$ cat src/rtl/mac_accum.sv
// Burst multiply-accumulate: operand beats feed an external 8x8 multiplier through
// registered operands; products are summed with saturation and the result is held until taken.
module mac_accum #(
  parameter int ACC_W = 24,
  parameter int LEN_W = 8
) (
  input  logic             clk,
  input  logic             rst_n,
  input  logic             in_valid,
  output logic             in_ready,
  input  logic [7:0]       in_a,
  input  logic [7:0]       in_b,
  input  logic             in_last,
  output logic [7:0]       mult_a,
  output logic [7:0]       mult_b,
  input  logic [16:0]      mult_p,
  output logic             out_valid,
  input  logic             out_ready,
  output logic [ACC_W-1:0] out_acc,
  output logic             out_ovf,
  output logic [LEN_W-1:0] out_count,
  output logic [1:0]       dbg_state
);

  // Handshakes: a transfer happens on a rising edge where valid && ready are both 1;
  // ready never depends on valid, and a producer holds its payload until the transfer.

  typedef enum logic [1:0] {
    ST_ACC   = 2'd0,
    ST_DRAIN = 2'd1,
    ST_HOLD  = 2'd2
  } state_t;

  state_t           state_q, state_d;
  logic [7:0]       opa_q, opb_q;
  logic             s1_valid_q, s1_last_q;
  logic [ACC_W-1:0] acc_q, acc_d;
  logic             ovf_q, ovf_d;
  logic [LEN_W-1:0] count_q, count_d;
  logic [ACC_W:0]   sum;
  logic             accept;
  logic             unused_p16;

  // The external multiplier cannot exceed 16 bits for 8x8 operands; bit 16 is ignored.
  assign unused_p16 = mult_p[16];

  assign accept = in_valid && (state_q == ST_ACC);
  assign sum    = {1'b0, acc_q} + {{(ACC_W-15){1'b0}}, mult_p[15:0]};

  always_comb begin
    state_d = state_q;
    acc_d   = acc_q;
    ovf_d   = ovf_q;
    count_d = count_q;

    if (s1_valid_q) begin
      if (ovf_q || sum[ACC_W]) begin
        acc_d = '1;
        ovf_d = 1'b1;
      end else begin
        acc_d = sum[ACC_W-1:0];
      end
      count_d = count_q + LEN_W'(1);
    end

    case (state_q)
      ST_ACC: begin
        if (accept && in_last) state_d = ST_DRAIN;
      end
      ST_DRAIN: begin
        if (s1_valid_q && s1_last_q) state_d = ST_HOLD;
      end
      ST_HOLD: begin
        // Taking the result also clears the accumulator for the next burst.
        if (out_ready) begin
          state_d = ST_ACC;
          acc_d   = '0;
          ovf_d   = 1'b0;
          count_d = '0;
        end
      end
      default: state_d = ST_ACC;
    endcase
  end

  always_ff @(posedge clk) begin
    if (!rst_n) begin
      state_q    <= ST_ACC;
      opa_q      <= '0;
      opb_q      <= '0;
      s1_valid_q <= 1'b0;
      s1_last_q  <= 1'b0;
      acc_q      <= '0;
      ovf_q      <= 1'b0;
      count_q    <= '0;
    end else begin
      state_q    <= state_d;
      opa_q      <= accept ? in_a : opa_q;
      opb_q      <= accept ? in_b : opb_q;
      s1_valid_q <= accept;
      s1_last_q  <= accept && in_last;
      acc_q      <= acc_d;
      ovf_q      <= ovf_d;
      count_q    <= count_d;
    end
  end

  assign in_ready  = (state_q == ST_ACC);
  assign out_valid = (state_q == ST_HOLD);
  assign mult_a    = opa_q;
  assign mult_b    = opb_q;
  assign out_acc   = acc_q;
  assign out_ovf   = ovf_q;
  assign out_count = count_q;
  assign dbg_state = state_q;

endmodule

$ cat config.mk
export PLATFORM = sky130hd
export DESIGN_NAME = mac_accum
export DESIGN_NICKNAME = d
export VERILOG_FILES = /design/src/rtl/mac_accum.sv
export SDC_FILE = /design/constraint.sdc
export NUM_CORES = 1
export LEC_CHECK = 0
export ABC_AREA = 1
export ABC_CLOCK_PERIOD_IN_PS = 2350
export CAP_MARGIN = 20
export CORE_MARGIN = 5
export CORE_UTILIZATION = 44
export CTS_CLUSTER_DIAMETER = 200
export CTS_CLUSTER_SIZE = 28
export DETAILED_ROUTE_END_ITERATION = 10
export PLACE_DENSITY = 0.75
export REMOVE_ABC_BUFFERS = 1
export SETUP_SLACK_MARGIN = 0.1
export SYNTH_ARGS = -nofsm -noshare
export SYNTH_HDL_FRONTEND = slang
export SYNTH_SLANG_ARGS = --single-unit
$ cat constraint.sdc
create_clock -name clk -period 2.35 [get_ports clk]
set_clock_uncertainty 0.05 [all_clocks]
set_input_delay 0.5875 -clock clk [delete_from_list [all_inputs] [get_ports clk]]
set_output_delay 0.5875 -clock clk [all_outputs]
set_load 0.005 [all_outputs]
==> metrics.csv <==
stage,metric,value,unit
critical_path,CP endpoint kind,register,
synthesis,Syn. warnings,0,
critical_path,R2R cell count,12,
pwr,Peak VDD IR,334,µV
die,Initial Util,44.9,%
sta,Max-slew headroom,74.8,%
sta,Final setup viols,0,
critical_path,Crit path max-delay family,simple AND/OR/NAND/NOR gates,
detailed_routing,DR DRC count,0,
die,Die X,95.8,µm
min_path,Hold Crit Class,register to register,
clocking,hold buffer count at CTS,0,
clocking,clock sink count,53,
sta,Final Hold Fails,0,
die,num rows,31,
clocking,H-tree Lvls,2,
critical_path,RR Endpoint,out_acc[1],
outcome,status,"complete, no violations",
clocking,CTS Buf Count,5,
critical_path,CP max stage cell,fa_2,
synthesis,flip-flop and latch count after synthesis,53,
grt,total gr overflow,0,
detailed_routing,DRT Pass-1 Iters,5,
critical_path,Reg-to-Reg Start,out_acc[0],
cells_and_area,area grow syn2layout,53.0,%
min_path,hold wc startpoint,mult_a[1],
grt,largest net degree at the start of global routing,20,
die,DIE AREA,9180,µm²
critical_path,crit-path max FO,6,
critical_path,R2R setup slack,350,ps
sta,Tcrit/Tclk final,92.6,%
cells_and_area,Final Net Count,692,
grt,number of global-route vias before repair,3468,
sta,final slew viol count,0,
sta,unrepaired setup endpoints after global routing,yes,
synthesis,Post-synth EDFFs,0,
critical_path,"Top cell by count, worst path",nand2_2,
detailed_routing,WL final,9100,µm
pwr,PD cells,481,nW/µm²
synthesis,ys flop type,dfxtp_1,
cells_and_area,most frequent cells in the layout,"110 x nand2_1, 85 x nor2_1, 82 x clkdlybuf4s50_1",
clocking,Clock Tree Buf Depth,2,
synthesis,"FFs w/ async S/R, synth",0,%
sta,Max Clk Rate,0.460,GHz
grt,initial antenna violation count,1,
cells_and_area,fill cell count,614,
critical_path,startpoint types,input port,
detailed_routing,post-route ant nets,0,
critical_path,Worst path max stage delay,400,ps
place,GPL Wtd Cong,0.885,
die,Placeable Area,7210,µm²
place,DP HPWL,7020,µm
sta,worst slew pin tran,375,ps
clocking,CTS tree,built,
detailed_routing,initial drt markers,141,
cells_and_area,"commonest non-fill, non-tap cell in the layout",nand2_1,
critical_path,worst setup path category,input port to register,
place,DP Worst Slack,-436,ps
clocking,latest clock arrival within the worst-skew pair,320,ps
detailed_routing,via/cell ratio,4.83,
sta,Tmin final,2180,ps
critical_path,Critical Path AT,2340,ps
min_path,Worst Hold End,mult_a[1],
detailed_routing,WL per Instance,12.3,µm
critical_path,worst path bufs/invs,3,
critical_path,CP cell instances,"dlygate4sd2_1, ha_2, fa_2, nand2_2, nand2_2, nand3_2, nand2_2, nand3_2, nand3_4, nor2_8, inv_8, o21ai_2, inv_1",
clocking,Root Driver,clkbuf_8,
pwr,leakage power,2.33,nW
critical_path,Required @ worst endpoint,2520,ps
sta,fin worst setup slack,175,ps
grt,Tot GR Track Use,20.4,%
synthesis,Gate Count Post-Synth,499,
place,# port buffers,89,
die,Top Ports,91,
grt,first-pass GRT wire length,15000,µm
synthesis,post-synthesis instance area,3240,µm²
detailed_routing,via count,3562,
pwr,Pwr Total,2.39,mW
min_path,Hold Path Cell Cnt,2,
synthesis,Synth Area per Inst,6.49,µm²
synthesis,"Distinct cells, synth",36,
clocking,Worst-path clk slew,100,ps
synthesis,register area share after synthesis,32.8,%
die,Die Y,95.8,µm
cells_and_area,layout cell share with drive strength beyond 1,18.7,%
job,Max-Cap Viols,0,
## power by group
group | internal [mW] | switching, mW
Combinational | 0.433 | 0.371
Sequential | 0.954 | 0.0482
Clock | 0.246 | 0.335
## timing repair
action                     in CTS  in global routing
resized for setup              15                 32
setup endpoints to repair      24                 24
setup buffers                   2                  1
pin swaps                       6                  3
## cells in the mapped netlist, types with 3 or more instances
cell type  instances  area, µm²
nand2_1          119        447
nor2_1            90        338
inv_1             65        244
dfxtp_1           53       1060
o21ai_0           31        155
a21oi_1           27        135
nand3_1           26        130
ha_1              17        213
xnor2_1           11       96.3
nor2_2             7       43.8
buf_2              5       25.0
nand4_1            5       31.3
clkbuf_1           4       15.0
nand2_2            4       25.0
inv_2              3       11.3
nor3_1             3       15.0
o21ai_2            3       26.3
## sequential cells by signal, indices dropped and copies added, names as in the netlist
register	cells
dbg_state	2
mult_b	8
s1_last_q	1
out_ovf	1
mult_a	8
out_count	8
s1_valid_q	1
out_acc	24
## worst min-delay path: cells and delay by family, from the launching register on
family           cells  cell delay (ps)
DFF                  1              320
and+or+nand+nor      2              140
## stage by stage
stage,TNS (ps),instances,utilization [%],hold slack (ps),cell area (µm²)
after global placement,-8300,725,63.3,411,4570
final,0,737,68.7,441,4960
after detailed placement,-9430,725,63.3,423,4570
after floorplan,0,489,-,420,3190
after global routing,0,737,68.7,469,4960
after CTS,0,735,66.2,444,4770
## per-layer routing
| metal | track usage, % | vias up | part of all wire (%) |
|---|---|---|---|
| met1 | 22.5 | 1604 | 41 |
| met5 | 0 | - | 0 |
| li1 | - | 1849 | - |
| met4 | 5.45 | 0 | 0.59 |
| met3 | 7.74 | 9 | 9.3 |
| met2 | 36.7 | 100 | 50 |
## layout make-up
cell class	count	area (µm²)	area share (%)
diodes	1	2.50	0.0505
well taps	99	124	2.50
inverters	71	274	5.53
multi-input cells	365	2100	42.5
clock inverters	2	17.5	0.353
repair buffers	140	1290	26.0
flip-flops and latches	53	1060	21.4
clock buffers	6	82.6	1.67
## how the worst max path moves through the flow
stage	endpoint	cells past startpoint	startpoint	slack (ps)
final	out_acc[1]	13	mult_p[0]	170
after global routing	out_acc[21]	12	mult_p[8]	50
after CTS	out_acc[21]	12	mult_p[8]	100
after detailed placement	out_acc[7]	12	mult_p[0]	-440
after global placement	out_acc[11]	12	mult_p[0]	-390
after floorplan	out_acc[12]	12	mult_p[0]	80
## logic make-up after synthesis
logic type                 Yosys count  share of synthesized area [%]
AOI/OAI and AO/OA                   69                           11.5
xor gates and xnor gates            13                           3.51
adders and majority gates           18                           7.18
buffers and inverters               81                           9.85
DFF                                 53                           32.8
and+or+nand+nor                    265                           35.2
(Power assumes the default switching activity.)
==> edit 1 (config.mk and constraints unchanged) <==
Change the parameter `LEN_W` from 8 to 16.
--- a/src/rtl/mac_accum.sv
+++ b/src/rtl/mac_accum.sv
@@ -2,7 +2,7 @@
 // registered operands; products are summed with saturation and the result is held until taken.
 module mac_accum #(
   parameter int ACC_W = 24,
-  parameter int LEN_W = 8
+  parameter int LEN_W = 16
 ) (
   input  logic             clk,
   input  logic             rst_n,
Interface: changed (resized out_count); port bits go from 91 to 99. No check against the original RTL was run, so the function may have changed too.
==> edit 1 against the original RTL <==
- cell area up 11%
- setup slack better by 0.031 ns
- first-iteration DRC count fell by 17%
- global-route usage decreased by 0.15 points
- area after synthesis grew 13%
- core utilization is 0.83 points lower
- critical path depth fell by 2
- total power rose by 17%
- sequential cell count is 8 higher
- wire length up 12%
==> edit 1: results (changes against the original RTL) <==
----------------------------------------------------
[Setup path]
  FF-to-FF setup slack ... 0.41 ns (was 0.35 ns)
  Delay of the slowest cell on the worst path ... 0.51 ns (was 0.40 ns)
  Largest fanout of any net on the critical path ... 7 (was 6)

[Hold path]
  Destination of the worst hold path ... out_count[12] (was mult_a[1])
  Min-Delay Startpoint ... out_count[12] (was mult_a[1])

[GRT]
  Total routing usage reported by global routing ... 0.203 (was 0.204)
  Antenna violations before repair ... 0 (was 1)
  Met2 Use GR ... 0.350 (was 0.367)
  Routing usage on met1 ... 0.230 (was 0.225)
  Global-route met3 utilization ... 0.0740 (was 0.0774)

[Synthesis]
  Fraction of the mapped netlist area in compound gates ... 0.120 (was 0.115)
  Count of cell types in the netlist ... 41 (was 36)
  Xor/xnor cell area share of the yosys netlist ... 0.0264 (was 0.0351)
  Top cells by area, synth ... sky130_fd_sc_hd__dfxtp_1, sky130_fd_sc_hd__nand2_1, sky130_fd_sc_hd__nor2_1 (unchanged)

[Routing]
  Detailed Routing Iterations Pass 1 ... 4 (was 5)
  Metal3 WL ... 898 um (was 847 um)
  Routed wirelength normalized by instance count ... 12.6 um (was 12.3 um)

[Power]
  Areal power density over the cells ... 505 nW/um^2 (was 481 nW/um^2)

[Outcome]
  Result of the run ... finished clean (unchanged)

[CTS]
  CTS clock-pin slew for the worst setup and hold paths ... 0.08 ns (was 0.10 ns)
  Post CTS Setup Buffer Count ... 1 (was 2)
  Maximum level of the CTS H-tree ... 3 (was 2)
  Number of clock buffers inserted by TritonCTS ... 9 (was 5)

[STA]
  Worst Hold Margin ... 0.432 ns (was 0.441 ns)

[Final layout]
  Filler cell count ... 719 (was 614)

[Place]
  Post-DP HPWL ... 7870 um (was 7020 um)

----------------------------------------------------
[edit 1: cell count changes after synthesis, moves of 3 or more]
cell / change
sky130_fd_sc_hd__nor2_1: +13
sky130_fd_sc_hd__dfxtp_1: +8
sky130_fd_sc_hd__inv_1: +6
sky130_fd_sc_hd__nand2_1: +5
sky130_fd_sc_hd__xnor2_1: -5
sky130_fd_sc_hd__nand2_2: +4
sky130_fd_sc_hd__nor2_2: +4
sky130_fd_sc_hd__nor3_1: +4
sky130_fd_sc_hd__a21oi_1: +3
sky130_fd_sc_hd__o21a_1: +3
sky130_fd_sc_hd__xor2_1: +3
[edit 1: area by class of cell]
| class | instances | area (um^2) | share of cell area |
|---|---|---|---|
| Multi-Input combinational cell | 406 | 2330 | 0.422 |
| Tap cell | 105 | 131 | 0.0238 |
| Inverter | 77 | 297 | 0.0537 |
| Sequential cell | 61 | 1220 | 0.221 |
| Timing Repair Buffer | 147 | 1370 | 0.248 |
| Clock buffer | 9 | 124 | 0.0224 |
| Clock inverter | 7 | 48.8 | 0.00884 |
==> edit 2 (config.mk and constraints unchanged) <==
Without the edit above. Take the reset off `opa_q` and `opb_q` and load them in a clocked block of their own.
--- a/src/rtl/mac_accum.sv
+++ b/src/rtl/mac_accum.sv
@@ -86,8 +86,6 @@
   always_ff @(posedge clk) begin
     if (!rst_n) begin
       state_q    <= ST_ACC;
-      opa_q      <= '0;
-      opb_q      <= '0;
       s1_valid_q <= 1'b0;
       s1_last_q  <= 1'b0;
       acc_q      <= '0;
@@ -95,14 +93,17 @@
       count_q    <= '0;
     end else begin
       state_q    <= state_d;
-      opa_q      <= accept ? in_a : opa_q;
-      opb_q      <= accept ? in_b : opb_q;
       s1_valid_q <= accept;
       s1_last_q  <= accept && in_last;
       acc_q      <= acc_d;
       ovf_q      <= ovf_d;
       count_q    <= count_d;
     end
+  end
+
+  always_ff @(posedge clk) begin
+    opa_q <= accept ? in_a : opa_q;
+    opb_q <= accept ? in_b : opb_q;
   end
 
   assign in_ready  = (state_q == ST_ACC);
Formal check against the unedited RTL: not equivalent (a bounded check fails within 4 cycles, from zero or initial values and one cycle with rst_n low).
==> edit 2 against the original RTL <==
- register-to-register slack improved by 0.07 ns
- core utilization increased by 2.7 points
- sequential share of layout area increased by 2.4 points
- die area decreased by 1.0%
- cell area increased by 3.3%
- wire length increased by 9.6%
- setup slack got worse by 0.033 ns
- non-clock buffer count increased by 7
- area after synthesis decreased by 1.2%
- sequential cell count unchanged
- total power decreased by 1.6%
==> edit 2: results (changes against the original RTL) <==
----------------------------------------------------
[Outcome]
  Result of the run ... finished clean (unchanged)

[GRT]
  Total routing usage reported by global routing ... 0.197 (was 0.204)
  First-pass GRT wire length ... 14200 um (was 15000 um)
  Antenna violations before repair ... 0 (was 1)
  Vias in the first global route ... 3093 (was 3468)
  Largest net degree at the start of global routing ... 19 (was 20)

[Synthesis]
  Post-synthesis share of cell area spent on full adders, half adders and majority gates ... 0.0727 (was 0.0718)
  Share of the yosys chip area belonging to registers ... 0.381 (was 0.328)
  Count of cell types in the netlist ... 37 (was 36)
  Fraction of the mapped netlist area in compound gates ... 0.0809 (was 0.115)
  Most used standard cells in the synthesized netlist ... sky130_fd_sc_hd__nand2_1, sky130_fd_sc_hd__nor2_1, sky130_fd_sc_hd__inv_1 (unchanged)
  Xor/xnor cell area share of the yosys netlist ... 0.0328 (was 0.0351)
  Top cells by area, synth ... sky130_fd_sc_hd__dfxtp_1, sky130_fd_sc_hd__edfxtp_1, sky130_fd_sc_hd__nand2_1 (was sky130_fd_sc_hd__dfxtp_1, sky130_fd_sc_hd__nand2_1, sky130_fd_sc_hd__nor2_1)

[Setup path]
  Critical-path cell with the highest stage delay ... sky130_fd_sc_hd__clkdlybuf4s50_1 (was sky130_fd_sc_hd__fa_2)
  WP data arrival ... 2.41 ns (was 2.34 ns)
  R2R Path Start ... out_acc[7] (was out_acc[0])
  Delay of the slowest cell on the worst path ... 0.44 ns (was 0.40 ns)
  FF-to-FF setup slack ... 0.42 ns (was 0.35 ns)
  Largest fanout of any net on the critical path ... 5 (was 6)
  Dominant delay contributor by cell family on the critical path ... buffers and inverters (was simple AND/OR/NAND/NOR gates)

[Final layout]
  Inverters, non-clock ... 64 (was 71)
  Seq/total area ... 0.238 (was 0.214)
  Total number of multi-input combinational cells ... 322 (was 365)
  Plain + repair buffers ... 147 (was 140)
  Count of placed standard cells in the final layout, fillers left out ... 693 (was 737)
  Proportion of cell area occupied by multi-input gates ... 0.406 (was 0.425)
  Total of clock buffers placed in the layout ... 5 (was 6)
  Portion of the layout cell area used by non-clock buffers ... 0.266 (was 0.260)
  Filler cell count ... 543 (was 614)

[Hold path]
  Worst hold path stage count ... 1 (was 2)
  Min-Delay Startpoint ... out_count[7] (was mult_a[1])
  Destination of the worst hold path ... out_count[7] (was mult_a[1])

[Place]
  Cell count after placement ... 683 (was 725)
  Post-DP HPWL ... 6990 um (was 7020 um)

[Power]
  Worst IR Drop VDD ... 0.267 mV (was 0.334 mV)
  Internal Dissipation ... 1.61 mW (was 1.63 mW)

[Routing]
  Number of DRC markers after the initial detailed-route iteration ... 194 (was 141)
  Detailed Routing Iterations Pass 1 ... 4 (was 5)

[STA]
  Tcrit/Tclk final ... 0.939 (was 0.926)
  Worst Hold Margin ... 0.436 ns (was 0.441 ns)

----------------------------------------------------
-- edit 2: changes by cell type after synthesis, moves of 4 or more --
cell,unedited run,this run
sky130_fd_sc_hd__nand2_2,4,10
sky130_fd_sc_hd__nor2_1,90,69
sky130_fd_sc_hd__o21ai_0,31,14
sky130_fd_sc_hd__dfxtp_1,53,37
sky130_fd_sc_hd__nand2_1,119,106
sky130_fd_sc_hd__xnor2_1,11,7
sky130_fd_sc_hd__edfxtp_1,0,16
-- edit 2: per-stage QoR --
stage               power (mW)  area [um^2]   util
finish                    2.35         5120  0.714
floorplan                 1.33         3160      -
detailed placement        1.68         4600  0.641
CTS                       2.25         4770  0.664
global placement          1.67         4600  0.641
global route              2.47         5120  0.714
-- edit 2: per-layer routing --
layer	wire (um)	vias up	part of all wire	GRT usage
li1	-	1708	-	-
met1	4220	1558	0.42	0.261
met2	4860	121	0.49	0.335
met3	637	26	0.064	0.0292
met4	263	0	0.026	0.0517
met5	0	-	0	0
